==> config.mk <==
export PLATFORM = sky130hd
export DESIGN_NAME = if_stage
export DESIGN_NICKNAME = d
export VERILOG_FILES = /design/src/rtl/if_stage.sv
export SDC_FILE = /design/constraint.sdc
export NUM_CORES = 1
export LEC_CHECK = 0
export BUFFER_PORTS_ARGS = -buffer_cell sky130_fd_sc_hd__buf_4
export CAP_MARGIN = 20
export CELL_PAD_IN_SITES_DETAIL_PLACEMENT = 1
export CELL_PAD_IN_SITES_GLOBAL_PLACEMENT = 1
export CORE_MARGIN = 2
export CORE_UTILIZATION = 37
export DETAILED_ROUTE_END_ITERATION = 6
export GPL_ROUTABILITY_DRIVEN = 0
export GPL_TIMING_DRIVEN = 0
export PLACE_DENSITY = 0.91
export SKIP_LAST_GASP = 1
export SLEW_MARGIN = 10
export SYNTH_ARGS = -nofsm -noshare
export SYNTH_HDL_FRONTEND = slang
export SYNTH_SLANG_ARGS = --single-unit
==> constraint.sdc <==
create_clock -name clk -period 2.98 [get_ports clk]
set_input_delay 0.149 -clock clk [delete_from_list [all_inputs] [get_ports clk]]
set_output_delay 0.149 -clock clk [all_outputs]
set_load 0.02 [all_outputs]
==> src/rtl/if_stage.sv <==
// ----------------------------------------------------------------------------
// if_stage
// Instruction-fetch stage of a 5-stage LoongArch pipeline. Issues word fetches
// on an SRAM-like instruction bus (one request outstanding at most), buffers
// the returned word and hands {inst, pc} to decode over valid/allowin. A
// one-cycle branch redirect from decode retargets the next fetch and causes
// any in-flight wrong-path word to be discarded.
//
// Ports
//   clk                 : clock, all state updates on the rising edge
//   reset               : synchronous, active-high
//   ds_allowin          : decode can accept an instruction this cycle
//   br_collect[32:0]    : {br_taken, br_target}
//   fs_to_ds_valid      : fs_to_ds_bus holds a valid instruction
//   fs_to_ds_bus[63:0]  : {inst, pc}
//   inst_sram_req       : fetch request
//   inst_sram_wr        : tied 0 (reads only)
//   inst_sram_size[1:0] : tied 2'b10 (word)
//   inst_sram_wstrb[3:0]: tied 0
//   inst_sram_addr[31:0]: fetch address
//   inst_sram_wdata[31:0]: tied 0
//   inst_sram_addr_ok   : request accepted when req & addr_ok
//   inst_sram_data_ok   : inst_sram_rdata valid this cycle
//   inst_sram_rdata     : returned instruction word
// ----------------------------------------------------------------------------
module if_stage #(
  parameter logic [31:0] RESET_PC = 32'h1c000000
) (
  input  logic        clk,
  input  logic        reset,
  input  logic        ds_allowin,
  input  logic [32:0] br_collect,
  output logic        fs_to_ds_valid,
  output logic [63:0] fs_to_ds_bus,
  output logic        inst_sram_req,
  output logic        inst_sram_wr,
  output logic [1:0]  inst_sram_size,
  output logic [3:0]  inst_sram_wstrb,
  output logic [31:0] inst_sram_addr,
  output logic [31:0] inst_sram_wdata,
  input  logic        inst_sram_addr_ok,
  input  logic        inst_sram_data_ok,
  input  logic [31:0] inst_sram_rdata
);

  localparam logic [1:0] S_REQ  = 2'd0;  // request asserted, waiting for addr_ok
  localparam logic [1:0] S_WAIT = 2'd1;  // request accepted, waiting for data_ok
  localparam logic [1:0] S_HOLD = 2'd2;  // word buffered, waiting for decode

  logic        br_taken;
  logic [31:0] br_target;

  logic [1:0]  state_q,    state_d;
  logic [31:0] req_pc_q,   req_pc_d;
  logic [31:0] fs_pc_q,    fs_pc_d;
  logic [31:0] inst_buf_q, inst_buf_d;
  logic        discard_q,  discard_d;

  assign br_taken  = br_collect[32];
  assign br_target = br_collect[31:0];

  // Redirect takes priority over every other event in the same cycle. A
  // redirect that races with an accepted or outstanding request marks that
  // request's data for discard instead of cancelling it on the bus.
  always_comb begin
    // NOTE: every next-state signal gets a default first so no path through
    // the case statement leaves it unassigned (which would infer a latch).
    state_d    = state_q;
    req_pc_d   = req_pc_q;
    fs_pc_d    = fs_pc_q;
    inst_buf_d = inst_buf_q;
    discard_d  = discard_q;

    case (state_q)
      S_REQ: begin
        if (br_taken) begin
          // Unaccepted request may be retargeted: the slave only samples the
          // address on req & addr_ok.
          req_pc_d = br_target;
          if (inst_sram_addr_ok) begin
            discard_d = 1'b1;
            state_d   = S_WAIT;
          end
        end else if (inst_sram_addr_ok) begin
          fs_pc_d = req_pc_q;
          state_d = S_WAIT;
        end
      end

      S_WAIT: begin
        if (br_taken) begin
          req_pc_d = br_target;
          if (inst_sram_data_ok) begin
            discard_d = 1'b0;
            state_d   = S_REQ;
          end else begin
            discard_d = 1'b1;
          end
        end else if (inst_sram_data_ok) begin
          if (discard_q) begin
            discard_d = 1'b0;
            state_d   = S_REQ;
          end else begin
            inst_buf_d = inst_sram_rdata;
            state_d    = S_HOLD;
          end
        end
      end

      S_HOLD: begin
        if (br_taken) begin
          req_pc_d = br_target;
          state_d  = S_REQ;
        end else if (ds_allowin) begin
          req_pc_d = fs_pc_q + 32'd4;  // wraps modulo 2^32
          state_d  = S_REQ;
        end
      end

      default: state_d = S_REQ;
    endcase
  end

  // NOTE: sequential state uses non-blocking assignments so every register
  // samples the pre-edge values of the others, independent of statement order.
  always_ff @(posedge clk) begin
    if (reset) begin
      state_q    <= S_REQ;
      req_pc_q   <= RESET_PC;
      fs_pc_q    <= 32'd0;
      inst_buf_q <= 32'd0;
      discard_q  <= 1'b0;
    end else begin
      state_q    <= state_d;
      req_pc_q   <= req_pc_d;
      fs_pc_q    <= fs_pc_d;
      inst_buf_q <= inst_buf_d;
      discard_q  <= discard_d;
    end
  end

  // Reset is synchronous, so the registers still hold pre-reset values during
  // the first reset cycle; the outputs are gated to stay quiet throughout.
  assign inst_sram_req   = (state_q == S_REQ) & ~reset;
  assign inst_sram_addr  = req_pc_q;
  assign inst_sram_wr    = 1'b0;
  assign inst_sram_size  = 2'b10;
  assign inst_sram_wstrb = 4'b0000;
  assign inst_sram_wdata = 32'd0;

  assign fs_to_ds_valid = (state_q == S_HOLD) & ~br_taken & ~reset;
  assign fs_to_ds_bus   = reset ? 64'd0 : {inst_buf_q, fs_pc_q};

endmodule
* Word level (Yosys, flattened, before mapping)
Cells that the tools add are included.
** Storage, ports and cells
- Bits in registers :: 99
- Bits in latches :: 0
- Bits in writable memories :: 0
- Bits in read-only memories :: 0
- Bits of input ports :: 70
- Output and inout bits :: 137
- Word-level logic and storage cells :: 48
- Memories kept :: 0
** Operators by class
- $add $sub $neg :: 1
- Multiply operators :: 0
- Divide/modulo/power cells :: 0
- Magnitude comparators :: 0
- Equal/unequal tests :: 8
- Shift-type cells :: 0
- Muxes and demuxes :: 19
- Bitwise operators :: 6
- Reduce and logical (&&, ||, !) cells :: 9
** Operators with widths (number)
- $mux 32 :: 3
- $mux 64 :: 1
- $pmux 32 s2 :: 1
- $add 32x3->32 const B :: 1
- $mux 2 :: 7
- $reduce_and 3->1 :: 3
- $reduce_and 4->1 :: 2
- $ne 2x2->1 const B :: 3
- $ne 3x3->1 const B :: 2
- $pmux 2 s3 :: 1
- $mux 1 :: 5
- $reduce_bool 2->1 :: 2
- $and 1x1->1 :: 3
- $not 1->1 :: 3
- $eq 2x1->1 const B :: 1
- $eq 2x2->1 const B :: 1
- $logic_not 2->1 :: 1
- $ne 2x1->1 const B :: 1
- $pmux 1 s2 :: 1
- $reduce_or 2->1 :: 1

* Logic depth before layout (Yosys ltp)
- Depth after elaboration :: 4
- Mapped depth :: 8
- Mapped depth without buffers :: 6

* Worst setup path after synthesis
No wires, ideal clock.
- Path type :: flip-flop to flip-flop
- Start :: register fs_pc_q[2]
- End :: register req_pc_q[30] (netlist: inst_sram_addr[30])
- Setup time :: 133 ps
- Arrival time :: 1500 ps
- Data required time :: 2847 ps
- Slack :: 1347 ps
- Cell stages (with the launch flop) :: 8
- Buffers on the path :: 1
- Clock period less this slack :: 1633 ps
- Path through :: dfxtp_1 -> ha_1 -> and3_1 -> nand3_2 -> buf_6 -> nor4_4 -> xnor2_1 -> o22ai_1
** Between the ends
- Cells in the longest elaborated chain, start to end :: 4
** Ends and longest elaborated chain
- start: declaration :: RTL line 55 : logic [31:0] fs_pc_q, fs_pc_d;
- start signal: assignment :: RTL line 136 : fs_pc_q <= fs_pc_d;
- $add 32x3->32 :: RTL line 115 : req_pc_d = fs_pc_q + 32'd4;
- $mux 32 :: RTL line 114 : end else if (ds_allowin) begin
- $mux 32 :: RTL line 111 : if (br_taken) begin
- $pmux 32 s2 :: RTL line 74 : case (state_q)
- end signal: assignment :: RTL line 135 : req_pc_q <= req_pc_d;
- end: declaration :: RTL line 54 : logic [31:0] req_pc_q, req_pc_d;
No other way between the ends. The select of a mux whose other input is x is not followed.
A chain may end at the register's enable or synchronous reset.

* Worst setup path after layout
- Start :: register state_q[0]
- End :: output port fs_to_ds_valid
** Between the ends
- Cells in the longest elaborated chain, start to end :: 3
** Ends and longest elaborated chain
- start: declaration :: RTL line 53 : logic [1:0] state_q, state_d;
- start signal: assignment :: RTL line 134 : state_q <= state_d;
- $eq 2x2->1 :: RTL line 151 : assign fs_to_ds_valid = (state_q == S_HOLD) & ~br_taken & ~reset;
- $and 1x1->1 (2 in a row) :: RTL line 151
- end: declaration :: RTL line 33 : output logic fs_to_ds_valid,
No other way between the ends.

==> impl_metrics.yaml <==
outcome:
  status: "complete, no violations"
finish:
  design_area_um2: 7050
  num-nets-final: 956
  seq_area_um2: 1980
  layout_commonest_cell: "buf_4"
  layout-area-overhead-vs-synth_pct: 36.8
  mostFrequentLayoutCells: "buf_4 (204), nand2_1 (160), dfxtp_1 (99), a21oi_1 (77), nor2b_1 (60)"
  drive_gt1_frac: 0.279
  multi_input_area_um2: 2780
  antenna_cells: 0
  fill_cells: 1746
detailed_routing:
  vias: 5319
  wl_met3_um: 1560
  dr_wl_met2_um: 9070
  antenna_left: 0
  drt_iter0_drc: 320
  routedWlPerCell_um: 17.1
  top_layer_used: "met5"
  viasPerCell: 4.98
  finalWirelength_um: 18300
  wl_met1_um: 7340
  drc: 0
  dr.pass1.iters: 4
synthesis:
  synthXorXnorAreaFrac: 0.0459
  yosys.area.top_type: "dfxtp_1"
  synthMuxAreaShare: 0.00194
  synth_edf_count: 0
  synthTopCellsByArea: "dfxtp_1 (38%), nand2_1 (12%), a21oi_1 (7.5%), nor2b_1 (7.3%), buf_4 (5.7%)"
  synth_fa_ha_area_frac: 0.00243
  synth_compound_area_frac: 0.140
  postSynth.asyncResetShare: 0
  synth_top_family_by_area: "simple AND/OR/NAND/NOR gates"
  yosysWarnings: 0
  seq_area_frac_synth: 0.385
  synth-seq-cells: 99
  synth.top_cell.area_share: 0.385
  synthFlopType: "dfxtp_1"
  synth_area_um2: 5150
  syn_avg_cell_area_um2: 7.67
  synthCells: 672
  ys_types: 52
  synth_simple_gate_area_frac: 0.321
global_routing:
  grt_pass1_wl_um: 28300
  grt-ovfl-total: 0
  track_usage: 0.245
  grt_max_degree: 15
  grt_pass1_vias: 5416
  grt_antenna_before_repair: 1
clock_network:
  cts_tree: "built"
  postCtsResizedCells: 0
  ctsRootBufferMaster: "clkbuf_16"
  insertion_delay_ns: 0.35
  cts_setup_buffers: 0
  clk_pin_slew_ns: 0.07
  numCtsBuffers: 9
  h-tree-depth: 3
  clockBufferDepth: 2
  clock_sinks: 99
  ctsHoldBuffers: 0
critical_path:
  cp_common_cell: "nor2_1"
  crit_buf_inv: 2
  r2r_end: "inst_sram_addr[11]$_SDFFE_PP0P_"
  end_kind: "output port"
  critPathLaunch: "state_q[0]$_SDFFE_PP0P_"
  r2r_slack_ns: 0.97
  r2r-start: "state_q[1]$_SDFFE_PP0P_"
  cp_cell_sequence: "nor2_1 > nand2_1 > clkbuf_1 > nor2_1 > buf_4"
  path_class: "flop to output port"
  critPathMaxStageDelay_ns: 0.45
  cp-endpoint: "fs_to_ds_valid"
  path_max_fanout: 10
  rr_worst_depth: 7
  slowest_stage: "clkbuf_1"
  cp.required_ns: 2.83
  worst_setup_path_start_kind: "flop"
  critical-path-top-delay-family: "buffers and inverters"
  arrival_ns: 2.03
  cp.depth: 5
die:
  start_util: 0.376
  dieArea_um2: 14900
  rows: 43
  ios: 207
  core_um2: 13700
  die_w_um: 122
  fp.dieH_um: 122
timing:
  max_freq_mhz: 458
  setup_viol: 0
  hold_slack_ns: 0.0464
  min_period_ns: 2.18
  worst_slack_ns: 0.798
  clock-skew-final_ns: 0.0129
  worst_pin_slew_ns: 0.721
  drv_slew: 0
  max-slew-margin-rel: 0.519
  finalHoldViolations: 0
  rsz0062_at_grt: "false"
  final.setup.tns_ns: 0
  period_share: 0.732
worst_hold_path:
  min_path_type: "input port to flop"
  hp-start: "inst_sram_rdata[25]"
placement:
  portBuffers: 165
  place_ws_ns: 0.932
  place_area_um2: 6760
  dp_hpwl_um: 13600
power_and_ir_drop:
  p_total_w: 0.00313
  p_leak_nw: 2.97
  vdd_drop_max_mv: 0.205
  p_per_area_nw_per_um2: 444
flow_run:
  maxCapViolations: 0
[worst min-delay path by stage]
stage	end	slack (ns)	depth (start not counted)
detailed placement	inst_buf_q[20]$_SDFFE_PP0P_	0.41	3
global route	inst_buf_q[2]$_SDFFE_PP0P_	0.05	3
CTS	inst_buf_q[13]$_SDFFE_PP0P_	0.04	3
floorplan	inst_buf_q[0]$_SDFFE_PP0P_	0.28	2
finish	inst_buf_q[25]$_SDFFE_PP0P_	0.05	3
global placement	inst_buf_q[26]$_SDFFE_PP0P_	0.40	3
[through the flow]
step,utilization,instances
after CTS,0.514,1069
after detailed placement,0.492,1054
final,0.514,1069
after global routing,0.514,1069
after floorplan,-,709
after global placement,0.492,1054
[final cells by class]
| type | count | share of cell area |
|---|---|---|
| Timing Repair Buffer | 165 | 0.176 |
| Multi-Input combinational cell | 515 | 0.394 |
| Tap cell | 180 | 0.0319 |
| Buffer | 87 | 0.0710 |
| Clock buffer | 13 | 0.0369 |
| Inverter | 8 | 0.00426 |
| Clock inverter | 2 | 0.00497 |
| Sequential cell | 99 | 0.281 |
[sequential cells by signal, indices dropped and copies added (netlist names)]
register / count
fs_pc_q: 32
inst_buf_q: 32
inst_sram_addr: 32
state_q: 2
discard_q: 1
[power breakdown]
part	leakage (nW)	total (W)	switching, W	internal [W]
registers	0.807	0.00143	0.0000527	0.00138
clock network	0.146	0.00120	0.000505	0.000692
logic	2.02	0.000507	0.000292	0.000215
total	2.97	0.00313	0.000850	0.00228
[worst register-to-register path, stage by stage (launching register included)]
cell and delay (ns):
dfxtp_1 0.31, buf_2 0.18, a21o_1 0.14, and2_1 0.11
buf_2 0.18, clkbuf_1 0.51, o21ai_0 0.18, a221oi_1 0.30
[cells in the mapped netlist (all sizes together) (2+ instances only)]
master,number
nand2,161
dfxtp,99
a21oi,77
nor2b,60
buf,52
clkbuf,35
nor2,33
nand3,18
xnor2,18
nor3,11
nor4,11
o21ai,9
xor2,9
inv,8
or3,7
a31oi,6
and4,6
nand4,6
a211o,5
a21boi,5
o22ai,5
a21o,3
a311oi,3
nand2b,3
o211ai,3
a2bb2oi,2
and2,2
and3,2
conb,2
[routing by layer]
layer	vias to the layer above	global-route usage
met5	-	0
met4	2	0.0963
met1	2517	0.297
met2	197	0.414
met3	21	0.0637
li1	2582	-
[cells by family (layout without fill, tap and decap cells)]
kind of cell | count (synthesis) | count (layout)
AO/OA/AOI/OAI | 124 | 124
flip-flops | 99 | 99
multiplexers | 1 | 1
XOR/XNOR | 27 | 27
buffers and inverters | 95 | 275
other | 2 | 39
AND/OR/NAND/NOR | 323 | 323
adder cells (fa/ha/maj) | 1 | 1
Power figures use the tool's default switching activity.
